## src/rtl/seq_player_if.sv

```systemverilog
// Round-controller bus: game-FSM handshake, sequence ROM port, buttons and LEDs.
// The slave modport is the seq_player side; master is the surrounding game logic.
interface seq_player_if;
    logic       start;
    logic [3:0] level;
    logic [3:0] address;
    logic [3:0] seq_in;
    logic [3:0] botoes;
    logic [3:0] leds;
    logic       busy;
    logic       round_ok;
    logic       round_fail;

    modport slave (
        input  start,
        input  level,
        input  seq_in,
        input  botoes,
        output address,
        output leds,
        output busy,
        output round_ok,
        output round_fail
    );

    modport master (
        output start,
        output level,
        output seq_in,
        output botoes,
        input  address,
        input  leds,
        input  busy,
        input  round_ok,
        input  round_fail
    );
endinterface

```

## src/rtl/seq_player.sv

```systemverilog
// Game-round controller: replays steps 0..level of the sequence ROM on the
// LEDs, then checks the player's presses step by step and ends the round
// with a single-cycle ok or fail pulse.
//
// state        | meaning
// -------------+-----------------------------------------------------------
// IDLE         | waiting for start, outputs quiet
// SHOW_ON      | current step's ROM word lit for SHOW_CYCLES
// SHOW_GAP     | LEDs dark for GAP_CYCLES, then next step or input phase
// WAIT_PRESS   | echo buttons, wait for a press matching ROM word (timeout)
// WAIT_RELEASE | echo buttons, wait for release (stuck-button timeout)
// ST_OK        | one-cycle round_ok pulse
// ST_FAIL      | one-cycle round_fail pulse
module seq_player #(
    parameter int SHOW_CYCLES    = 4,
    parameter int GAP_CYCLES     = 2,
    parameter int TIMEOUT_CYCLES = 64
) (
    input  logic          clk,
    input  logic          reset,
    seq_player_if.slave   bus
);

    localparam int MAX_A  = (SHOW_CYCLES > GAP_CYCLES) ? SHOW_CYCLES : GAP_CYCLES;
    localparam int MAX_C  = (MAX_A > TIMEOUT_CYCLES) ? MAX_A : TIMEOUT_CYCLES;
    localparam int TW     = (MAX_C > 1) ? $clog2(MAX_C) : 1;

    localparam logic [TW-1:0] SHOW_LAST = TW'(SHOW_CYCLES - 1);
    localparam logic [TW-1:0] GAP_LAST  = TW'(GAP_CYCLES - 1);
    localparam logic [TW-1:0] TO_LAST   = TW'(TIMEOUT_CYCLES - 1);
    localparam logic [TW-1:0] T_ZERO    = '0;
    localparam logic [TW-1:0] T_ONE     = TW'(1);

    localparam logic [2:0] IDLE         = 3'd0;
    localparam logic [2:0] SHOW_ON      = 3'd1;
    localparam logic [2:0] SHOW_GAP     = 3'd2;
    localparam logic [2:0] WAIT_PRESS   = 3'd3;
    localparam logic [2:0] WAIT_RELEASE = 3'd4;
    localparam logic [2:0] ST_OK        = 3'd5;
    localparam logic [2:0] ST_FAIL      = 3'd6;

    logic [2:0]    state_q, state_d;
    logic [3:0]    addr_q, addr_d;
    logic [3:0]    len_q, len_d;
    logic [TW-1:0] timer_q, timer_d;

    logic          last_step;
    logic          pressed;

    assign last_step = (addr_q == len_q);
    assign pressed   = (bus.botoes != 4'd0);

    // Next-state, address, timer and length computation for the round FSM.
    always_comb begin
        state_d = state_q;
        addr_d  = addr_q;
        len_d   = len_q;
        timer_d = timer_q;
        case (state_q)
            IDLE: begin
                if (bus.start) begin
                    len_d   = bus.level;
                    addr_d  = 4'd0;
                    timer_d = T_ZERO;
                    state_d = SHOW_ON;
                end
            end
            SHOW_ON: begin
                if (timer_q == SHOW_LAST) begin
                    timer_d = T_ZERO;
                    state_d = SHOW_GAP;
                end else begin
                    timer_d = timer_q + T_ONE;
                end
            end
            SHOW_GAP: begin
                if (timer_q == GAP_LAST) begin
                    timer_d = T_ZERO;
                    if (last_step) begin
                        addr_d  = 4'd0;
                        state_d = WAIT_PRESS;
                    end else begin
                        addr_d  = addr_q + 4'd1;
                        state_d = SHOW_ON;
                    end
                end else begin
                    timer_d = timer_q + T_ONE;
                end
            end
            WAIT_PRESS: begin
                if (!pressed) begin
                    if (timer_q == TO_LAST) begin
                        timer_d = T_ZERO;
                        state_d = ST_FAIL;
                    end else begin
                        timer_d = timer_q + T_ONE;
                    end
                end else if (bus.botoes == bus.seq_in) begin
                    timer_d = T_ZERO;
                    state_d = WAIT_RELEASE;
                end else begin
                    // multi-hot presses land here: they never equal a one-hot word
                    timer_d = T_ZERO;
                    state_d = ST_FAIL;
                end
            end
            WAIT_RELEASE: begin
                if (!pressed) begin
                    timer_d = T_ZERO;
                    if (last_step) begin
                        state_d = ST_OK;
                    end else begin
                        addr_d  = addr_q + 4'd1;
                        state_d = WAIT_PRESS;
                    end
                end else if (timer_q == TO_LAST) begin
                    timer_d = T_ZERO;
                    state_d = ST_FAIL;
                end else begin
                    timer_d = timer_q + T_ONE;
                end
            end
            ST_OK, ST_FAIL: begin
                timer_d = T_ZERO;
                state_d = IDLE;
            end
            default: begin
                timer_d = T_ZERO;
                state_d = IDLE;
            end
        endcase
    end

    // State registers with synchronous reset back to an idle, cleared round.
    always_ff @(posedge clk) begin
        if (reset) begin
            state_q <= IDLE;
            addr_q  <= 4'd0;
            len_q   <= 4'd0;
            timer_q <= T_ZERO;
        end else begin
            state_q <= state_d;
            addr_q  <= addr_d;
            len_q   <= len_d;
            timer_q <= timer_d;
        end
    end

    // LED source follows the phase: ROM word while showing, button echo while playing.
    always_comb begin
        bus.leds = 4'd0;
        case (state_q)
            SHOW_ON:                  bus.leds = bus.seq_in;
            WAIT_PRESS, WAIT_RELEASE: bus.leds = bus.botoes;
            default:                  bus.leds = 4'd0;
        endcase
    end

    assign bus.address    = addr_q;
    assign bus.busy       = (state_q != IDLE);
    assign bus.round_ok   = (state_q == ST_OK);
    assign bus.round_fail = (state_q == ST_FAIL);

endmodule

```

## src/flat_wrapper.sv

```systemverilog
// flat-port wrapper written by rule: the top's interface ports become plain ports
module seq_player_flat 
#(
    parameter int SHOW_CYCLES    = 4,
    parameter int GAP_CYCLES     = 2,
    parameter int TIMEOUT_CYCLES = 64
)
  (clk, reset, bus_start, bus_level, bus_seq_in, bus_botoes, bus_address, bus_leds, bus_busy, bus_round_ok, bus_round_fail);
  seq_player_if bus_i ();
  input  logic clk;
  input  logic reset;
  input wire logic [$bits(bus_i.start)-1:0] bus_start;
  input wire logic [$bits(bus_i.level)-1:0] bus_level;
  input wire logic [$bits(bus_i.seq_in)-1:0] bus_seq_in;
  input wire logic [$bits(bus_i.botoes)-1:0] bus_botoes;
  output wire logic [$bits(bus_i.address)-1:0] bus_address;
  output wire logic [$bits(bus_i.leds)-1:0] bus_leds;
  output wire logic [$bits(bus_i.busy)-1:0] bus_busy;
  output wire logic [$bits(bus_i.round_ok)-1:0] bus_round_ok;
  output wire logic [$bits(bus_i.round_fail)-1:0] bus_round_fail;
  assign bus_i.start = bus_start;
  assign bus_i.level = bus_level;
  assign bus_i.seq_in = bus_seq_in;
  assign bus_i.botoes = bus_botoes;
  assign bus_address = bus_i.address;
  assign bus_leds = bus_i.leds;
  assign bus_busy = bus_i.busy;
  assign bus_round_ok = bus_i.round_ok;
  assign bus_round_fail = bus_i.round_fail;
  seq_player #(.SHOW_CYCLES(SHOW_CYCLES), .GAP_CYCLES(GAP_CYCLES), .TIMEOUT_CYCLES(TIMEOUT_CYCLES)) u_core (.clk(clk), .reset(reset), .bus(bus_i));
endmodule
```

## config.mk

```make
export PLATFORM = sky130hd
export DESIGN_NAME = seq_player_flat
export DESIGN_NICKNAME = d
export VERILOG_FILES = /design/src/rtl/seq_player_if.sv /design/src/rtl/seq_player.sv /design/src/flat_wrapper.sv
export SDC_FILE = /design/constraint.sdc
export NUM_CORES = 1
export LEC_CHECK = 0
export CORE_MARGIN = 2
export CORE_UTILIZATION = 46
export CTS_CLUSTER_SIZE = 10
export DETAILED_ROUTE_END_ITERATION = 6
export GPL_TIMING_DRIVEN = 0
export MAX_ROUTING_LAYER = met4
export PLACE_DENSITY = 0.86
export SLEW_MARGIN = 10
export SYNTH_ARGS = -nofsm -noshare
export SYNTH_HDL_FRONTEND = slang
export SYNTH_SLANG_ARGS = --single-unit
```

## constraint.sdc

```tcl
create_clock -name clk -period 1.7 [get_ports clk]
set_clock_uncertainty 0.05 [all_clocks]
set_input_delay 0.34 -clock clk [delete_from_list [all_inputs] [get_ports clk]]
set_output_delay 0.34 -clock clk [all_outputs]
set_load 0.02 [all_outputs]
```

# Word level (Yosys, flattened, before mapping)
# Index checks and enable logic that the tools add are counted.
[op_classes] muxes=24 n_addsub=2 reduce_logical=8 eq_ne=16
[op_table] op="6-bit 2-to-1 mux" n=6
[op_table] op="6-bit one-hot mux with 5 select lines" n=1
[op_table] op="3-bit 2-to-1 mux" n=7
[op_table] op="4-bit 2-to-1 mux" n=5
[op_table] op="3-bit one-hot mux with 5 select lines" n=1
[op_table] op="4-bit one-hot mux with 3 select lines" n=1
[op_table] op="3-bit == test, second input constant" n=3
[op_table] op="4-bit == test" n=2
[op_table] op="4-bit one-hot mux with 2 select lines" n=1
[op_table] op="6-bit by 1-bit adder with 6-bit output, second input constant" n=1
[op_table] op="3-bit by 2-bit == test with 1-bit output, second input constant" n=2
[op_table] op="6-bit by 1-bit == test with 1-bit output, second input constant" n=1
[op_table] op="6-bit by 2-bit == test with 1-bit output, second input constant" n=1
[op_table] op="6-bit == test, second input constant" n=1
[op_table] op="2-bit inequality test, second input constant" n=3
[op_table] op="3-bit nonzero test" n=2
[op_table] op="5-bit AND reduction" n=1
[op_table] op="4-bit by 1-bit adder with 4-bit output, second input constant" n=1
[op_table] op="2-bit 2-to-1 mux" n=2
[op_table] op="2-bit by 1-bit inequality test with 1-bit output, second input constant" n=2
[op_table] op="4-bit nonzero test" n=1
[op_table] op="3-bit by 1-bit == test with 1-bit output, second input constant" n=1
[op_table] op="3-bit logical NOT" n=1
[op_table] op="3-bit AND reduction" n=1
[op_table] op="other kinds (2)" n=2
[word_totals] register_bits=17 word_cells=54 in_bits=15 out_inout_bits=11

# Depth between registers and ports, before layout
# Gate-level depths: netlist of the first run.
[depth] depth_word=4 ltp_mapped=7 ltp_nobuf=7

# Worst setup path after synthesis of the first run
# No wires, ideal clock.
[synth_path] kind="register to output" startpoint="register u_core.state_q[1]" endpoint="output bus_leds[0]" arrival_time_ps=1364 path_slack_ps=-54 required_ps=1310 path_buffers=2 path_stages_with_launch=5 cell_sequence="dfxtp_1 -> buf_6 -> clkbuf_1 -> mux2i_1 -> o21ai_0"
[synth_via] elab_chain_len=3 elab_cells_between_ends=5 cone_classes="eq/ne (3); mux (1); reduce/logical (1)"
[synth_lines] item="from (decl)" line="seq_player.sv:42" text="logic [2:0] state_q, state_d;"
[synth_lines] item="from (signal assigned)" line="seq_player.sv:142" text="state_q <= state_d;"
[synth_lines] item="3-bit by 2-bit == test with 1-bit output or 3-bit == test (tied branches)" line="seq_player.sv:152" text="case (state_q)"
[synth_lines] item="2-bit OR reduction" line="seq_player.sv:152"
[synth_lines] item="4-bit one-hot mux with 2 select lines (*)" line="seq_player.sv:152"
[synth_lines] item="to (decl)" line="flat_wrapper.sv:17" text="output wire logic [$bits(bus_i.leds)-1:0] bus_leds;"
# Every way passes the cells marked *; elsewhere a longest branch is shown, timed or not.

# Worst setup path in the final report of the first run
[layout_path] startpoint="register u_core.state_q[1]" endpoint="register u_core.timer_q[2]"
[layout_via] elab_chain_len=2 elab_cells_between_ends=7 cone_classes="eq/ne (5); mux (1); reduce/logical (1)"
[layout_lines] item="3-bit == test (tied with other cells)" line="seq_player.sv:59" text="case (state_q)"
[layout_lines] item="6-bit one-hot mux with 5 select lines or 2-bit inequality test (tied branches)"
[layout_lines] item="to (signal assigned)" line="seq_player.sv:145" text="timer_q <= timer_d;"
[layout_lines] item="to (decl)" line="seq_player.sv:45" text="logic [TW-1:0] timer_q, timer_d;"
# Parallel ways exist; a longest one is shown, timed or not.
# A chain may end at the register's enable or synchronous reset.

==> results of run 1 <==
==> where the power goes <==
part	internal [W]	switching [W]	leakage, nW
registers	0.000425	0.0000341	0.145
logic	0.000243	0.000256	0.550
clock network	0.0000879	0.000138	0.0177
==> metal layers <==
layer	vias to the layer above	share of wire (%)	GRT usage [%]
met5	-	0	-
met4	0	2.1	7.823
met3	7	5.4	2.535
met2	62	52	37.82
met1	582	40	24.08
li1	593	-	-
==> flip-flops by register name, indices dropped and copies added, names as in the netlist <==
register / flops
u_core.len_q: 4
u_core.bus.address: 4
u_core.state_q: 3
u_core.timer_q: 6
==> cell usage in the layout (no fill, tap or decap), types with 4 or more instances in the layout <==
cell type and count:
a31oi_1 5, buf_4 14, buf_6 4, clkdlybuf4s50_1 10, dfxtp_1 5, dfxtp_2 8
dfxtp_4 4, dlygate4sd2_1 7, mux2i_1 8, nand2_1 11, nor2_1 10, o21ai_1 5
xnor2_1 6, xor2_1 5
==> kinds of logic (layout without fill, tap and decap cells) <==
group | after synthesis | in the layout | share of synthesized area [%]
compound gates | 36 | 36 | 21.11
xor+xnor | 11 | 11 | 7.631
fa+ha+maj | 3 | 3 | 2.974
buf+inv | 10 | 51 | 4.460
flops | 17 | 17 | 26.96
mux | 11 | 11 | 9.614
simple gates | 53 | 53 | 27.26
==> through the flow <==
step	worst slack (ns)	std cells	area, sq um	TNS, ns
final	-0.08093	212	1802	-0.5806
after global routing	-0.1520	212	1802	-1.360
after CTS	-0.06129	207	1689	-0.2711
after detailed placement	-0.6666	196	1553	-9.249
after global placement	-0.6784	196	1553	-8.902
after floorplan	0.01045	141	1265	0
==> how the worst max path moves through the flow <==
stage / start / to / cells past startpoint / slack [ns]
after floorplan: u_core.timer_q[0] / u_core.timer_q[1] / 6 / 0.01
after global placement: bus_botoes[1] / u_core.timer_q[2] / 6 / -0.68
after detailed placement: bus_botoes[1] / u_core.timer_q[2] / 6 / -0.67
after CTS: u_core.state_q[1] / bus_leds[0] / 5 / -0.06
after global routing: u_core.state_q[1] / bus_leds[2] / 5 / -0.15
final: u_core.state_q[1] / u_core.timer_q[2] / 7 / -0.08
==> what timing repair did <==
item,in CTS,in global routing
setup endpoints to repair,23,19
pin swaps,6,16
resized for setup,62,24
buffers inserted,6,5
gates cloned,1,0
==> final cells by class <==
class                   instances  area (sq um)
plain buffers                   6         70.07
clock inverters                 1         5.005
inverters                       4         15.01
repair buffers                 37         314.1
fillers                       195         743.2
flip-flops and latches         17         365.4
well taps                      30         37.54
multi-input cells             114         972.2
clock buffers                   3         22.52
==> critical path, delay by kind of cell (launching register included) <==
family,cells,cell delay [ns]
buffers and inverters,2,0.30
DFF,1,0.34
AOI/OAI and AO/OA,1,0.13
muxes,1,0.29
and+or+nand+nor,3,0.56
==> out/qor.csv, run 1 <==
stage;metric;value;unit
worst_hold_path;Hold Crit Class;flip-flop to flip-flop;
setup_path;R2R cell count;7;
synthesis;distinct cell type count after synthesis;52;
setup_path;Reg2Reg Setup Slack;-0.08;ns
setup_path;crit path max-delay cell type;dfxtp_2;
clock_tree;total CTS buffers;3;
timing;RSZ-0062 raised after global routing;true;
floorplan;die area;0.003179;sq mm
synthesis;Post-Syn Nets;159;
route;Avg Vias per Cell;5.868;
route;DRC violations left;0;
clock_tree;root buffer cell;clkbuf_4;
synthesis;largest cells by area after synthesis;dfxtp_1 27%, mux2i_1 6.3%, xnor2_1 4.2%, nand2_1 3.6%, xor2_1 3.5%;
cells_and_area;layout cells sized above 1;40.66;%
run_status;status;finished with violations;
power;Total Power;0.001184;W
synthesis;register area share after synthesis;26.96;%
global_routing;grt ovf;0;
timing;Hold WS;0.4751;ns
route;Pre-antenna DRT Iters;4;
route;DRT iter0 DRCs;58;
synthesis;#FFs+latches synth;17;
synthesis;top_reg_cell synth;dfxtp_1;
power;static leakage;0.7133;nW
clock_tree;Clock transition at path regs;0.11;ns
cells_and_area;Synth-to-Final Area Change;42.72;%
clock_tree;hold buffers post-CTS;0;
synthesis;Post-synth EDFFs;0;
floorplan;core area;0.002545;sq mm
worst_hold_path;worst hold endpoint;u_core.bus.address[3];
global_routing;pin count of the biggest net entering global routing;11;
clock_tree;CTS tree;yes;
synthesis;top cell type's share of synthesized area;26.96;%
placement;Placer Congestion;0.9351;
power;Power per Cell Area;657.3;mW/mm^2
setup_path;worst endpoint data arrival time;1.91;ns
route;vias;1244;
synthesis;Syn Area/Cell;8.954;sq um
clock_tree;Worst-Skew Late Latency;0.30;ns
setup_path;CP required;1.83;ns
global_routing;vias in the first global route;1142;
worst_hold_path;Hold Startpoint;u_core.bus.address[3];
global_routing;GRT Util Overall;21.14;%
timing;final hold vios;0;
route;wire per inst;16.78;um
clock_tree;H-tree levels;1;
placement;DP HPWL;2207;um
floorplan;Die Wd;56.39;um
global_routing;first-pass GRT wire length;5250;um
synthesis;Syn Std Cell Area;0.001262;sq mm
synthesis;Synth area leader;dfxtp_1;
worst_hold_path;Worst Hold Path Cells;1;
clock_tree;# clock sinks;17;
timing;Max Freq;561.5;MHz
timing;max-slew violations;0;
synthesis;cell with the most instances after synthesis;dfxtp_1;
synthesis;Yosys warning count;0;
setup_path;startpoint types;flip-flop;
setup_path;Worst R2R End;u_core.timer_q[2];
cells_and_area;number of diodes;0;
route;total wire length;3558;um
global_routing;initial antenna violation count;0;
timing;slew margin rel.;61.76;%
route;antenna-violating nets left;0;
run_status;failing checks;setup timing;
timing;Least-Margin Pin Slew;0.5736;ns
setup_path;Worst Path Max Fanout;4;
floorplan;die span in y;56.39;um
synthesis;Post-Synthesis Cells;141;
floorplan;Std-Cell Rows;18;
cells_and_area;final layout net count;201;
floorplan;# IOs;26;
setup_path;Worst path max stage delay;0.34;ns
setup_path;Worst Setup End Kind;flip-flop;
setup_path;Setup CP Type;flip-flop to flip-flop;
flow_run;number of max-cap violations;0;
timing;Final setup viols;10;
setup_path;crit-path cells;buf_2 > buf_4 > and3b_1 > mux2_4 > or2_4 > a21oi_4 > nor3_2;
timing;Final min period;1.781;ns
cells_and_area;Final Core Density;70.80;%
power;peak supply drop;498.3;uV
synthesis;Async S/R FF share, synth;0;%
floorplan;Initial Utilization;49.61;%
placement;input/output buffers;25;
timing;setup ws final;-0.08093;ns
clock_tree;Clock Tree Buf Depth;2;
synthesis;commonest cells in the netlist;17 x dfxtp_1, 12 x nand2_1, 11 x nor2_1, 8 x mux2i_1, 7 x o21ai_0;
timing;period utilization;104.8;%
setup_path;worst r2r src;u_core.state_q[1];
Power figures use the tool's default switching activity.
==> run 2: changes to the inputs <==
--- a/config.mk
+++ b/config.mk
@@ -5,6 +5,7 @@
 export SDC_FILE = /design/constraint.sdc
 export NUM_CORES = 1
 export LEC_CHECK = 0
+export CORE_ASPECT_RATIO = 0.9
 export CORE_MARGIN = 2
 export CORE_UTILIZATION = 46
 export CTS_CLUSTER_SIZE = 10
==> run 2 against run 1 <==
Effect of this change: critical endpoint is now bus_leds[1]; power grew 4.1%; highest routed layer unchanged; sequential share of layout area fell by 0.96 points; the run still ends with setup timing left; utilization up 0.26 points; combinational power grew 9.6%.
==> out/qor.csv, run 2 (synthesized netlist as in run 1, its figures left out) <==
stage;metric;value;unit
power;Sw Ratio;35.93;%
floorplan;# IOs;26;
worst_hold_path;Hold Crit Class;flip-flop to flip-flop;
setup_path;Worst Setup End Kind;output pin;
power;Total Power;0.001233;W
flow_run;number of max-cap violations;0;
route;Avg Vias per Cell;6.009;
timing;period utilization;105.9;%
worst_hold_path;Worst Hold Path Cells;1;
power;static leakage;0.7582;nW
clock_tree;Worst-Skew Late Latency;0.30;ns
placement;DP HPWL;2261;um
route;Pre-antenna DRT Iters;4;
global_routing;initial antenna violation count;0;
cells_and_area;number of fill cells;185;
route;max layer used;met4;
setup_path;R2R cell count;6;
route;total wire length;3720;um
floorplan;Die Wd;59.22;um
run_status;status;finished with violations;
placement;Placer Congestion;0.8989;
cells_and_area;number of diodes;0;
timing;max-slew violations;0;
cells_and_area;max FFs per register;6;
timing;Final min period;1.800;ns
cells_and_area;Synth-to-Final Area Change;50.84;%
floorplan;Std-Cell Rows;18;
clock_tree;Clock Tree Buf Depth;2;
placement;input/output buffers;25;
cells_and_area;final layout net count;210;
power;Sw Pwr;0.0004429;W
global_routing;pin count of the biggest net entering global routing;11;
global_routing;vias in the first global route;1181;
setup_path;Setup CP Type;flip-flop to output pin;
setup_path;Worst Path Max Fanout;4;
timing;Final setup viols;7;
floorplan;Initial Utilization;47.11;%
cells_and_area;Finished Layout Cells;221;
power;combinational power share;44.4;%
clock_tree;H-tree levels;1;
setup_path;worst endpoint data arrival time;1.41;ns
timing;setup ws final;-0.09952;ns
global_routing;GRT Util Overall;21.83;%
timing;slew margin rel.;62.39;%
setup_path;startpoint types;flip-flop;
clock_tree;# clock sinks;17;
timing;final hold vios;0;
route;antenna-violating nets left;0;
placement;placed cell count;196;
global_routing;first-pass GRT wire length;5126;um
route;DRC violations left;0;
power;internal power;0.0007896;W
timing;Post-Route Setup TNS;-0.3554;ns
global_routing;grt ovf;0;
power;Power per Cell Area;647.2;mW/mm^2
floorplan;core area;0.002680;sq mm
cells_and_area;Biggest register;u_core.timer_q;
route;DRT iter0 DRCs;21;
cells_and_area;commonest non-fill, non-tap cell in the layout;buf_4;
route;wire per inst;16.83;um
timing;Least-Margin Pin Slew;0.5641;ns
route;vias;1328;
clock_tree;root buffer cell;clkbuf_4;
timing;RSZ-0062 raised after global routing;true;
cells_and_area;layout cells sized above 1;45.03;%
floorplan;die span in y;53.70;um
clock_tree;total CTS buffers;3;
power;peak supply drop;542.6;uV
floorplan;die area;0.003180;sq mm
power;Seq pwr share;37.3;%
route;WL met2;1848;um
clock_tree;Clock transition at path regs;0.11;ns
timing;Max Freq;555.7;MHz
route;WL met3;198;um
cells_and_area;commonest non-fill, non-tap cells in the layout;22 x buf_4, 10 x nor2_1, 9 x clkdlybuf4s50_1, 8 x nand2_1, 8 x mux2i_1;
clock_tree;CTS tree;yes;
run_status;failing checks;setup timing;
route;WL met1;1611;um
power;clock share of power;18.3;%
setup_path;CP required;1.31;ns
==> run 2: cell count changes in the layout (fill, tap and decap cells not counted), moves of 2 or more <==
cell / before / now
buf_4: 14 / 22
dfxtp_1: 5 / 7
dfxtp_2: 8 / 4
dfxtp_4: 4 / 6
dlygate4sd2_1: 7 / 4
inv_2: 2 / 0
nand2_1: 11 / 8
nand2_2: 1 / 4
o21ai_1: 5 / 3
o21ai_2: 0 / 2
==> run 2: cell type report <==
| type | instances | area, sq um | share of cell area, % |
|---|---|---|---|
| multi-input combinational | 114 | 994.7 | 52.23 |
| sequential | 17 | 367.9 | 19.32 |
| clock buffer | 4 | 26.28 | 1.380 |
| buffer | 5 | 51.30 | 2.694 |
| inverter | 4 | 21.27 | 1.117 |
| tap | 30 | 37.54 | 1.971 |
| timing repair buffer | 47 | 405.4 | 21.29 |
==> run 2: path summary, 6_finish.rpt <==
kind	endpoint	slack [ns]	from
worst max-delay path	bus_leds[1]	-0.1	u_core.state_q[0]
worst min-delay path	u_core.timer_q[0]	0.46	u_core.timer_q[0]
worst max register to register	u_core.timer_q[5]	-0.04	u_core.state_q[0]
worst min register to register	u_core.timer_q[0]	0.46	u_core.timer_q[0]
==> run 2: critical path, stage by stage, from the launching register on <==
cell and delay, ns:
dfxtp_4 0.38, nor3b_4 0.29, buf_6 0.16, nand2_2 0.05
o21ai_1 0.08, buf_4 0.16
==> run 2: timing repair <==
action | 4_1_cts | 5_1_grt
hold buffers | 0 | 0
setup buffers | 10 | 12
gates resized for setup | 65 | 37
pin swaps | 7 | 17
setup endpoints to repair | 22 | 17
==> run 2: per-stage QoR <==
step                hold WS (ns)  area [sq um]  utilization (%)  setup WS, ns
finish                    0.4578          1904            71.06      -0.09952
detailed placement        0.4627          1553            57.94       -0.6754
floorplan                 0.4317          1265                -       0.01045
CTS                       0.4632          1685            62.89      -0.07126
global route              0.4742          1904            71.06       -0.1341
global placement          0.4535          1553            57.94       -0.6391
==> run 2: metal layers <==
metal / global-route usage (%) / vias up
met3: 3.846 / 8
met4: 5.303 / 0
li1: - / 612
met5: - / -
met1: 26.17 / 644
met2: 38.10 / 64
==> run 2: power by group through the flow <==
| stage | combinational (W) | clock (W) | sequential [W] |
|---|---|---|---|
| global placement | 0.000396 | 0 | 0.000457 |
| CTS | 0.000426 | 0.000231 | 0.000464 |
| detailed placement | 0.000409 | 0 | 0.000459 |
| global route | 0.000584 | 0.000252 | 0.000463 |
| floorplan | 0.000286 | 0 | 0.000453 |
| finish | 0.000547 | 0.000226 | 0.000460 |
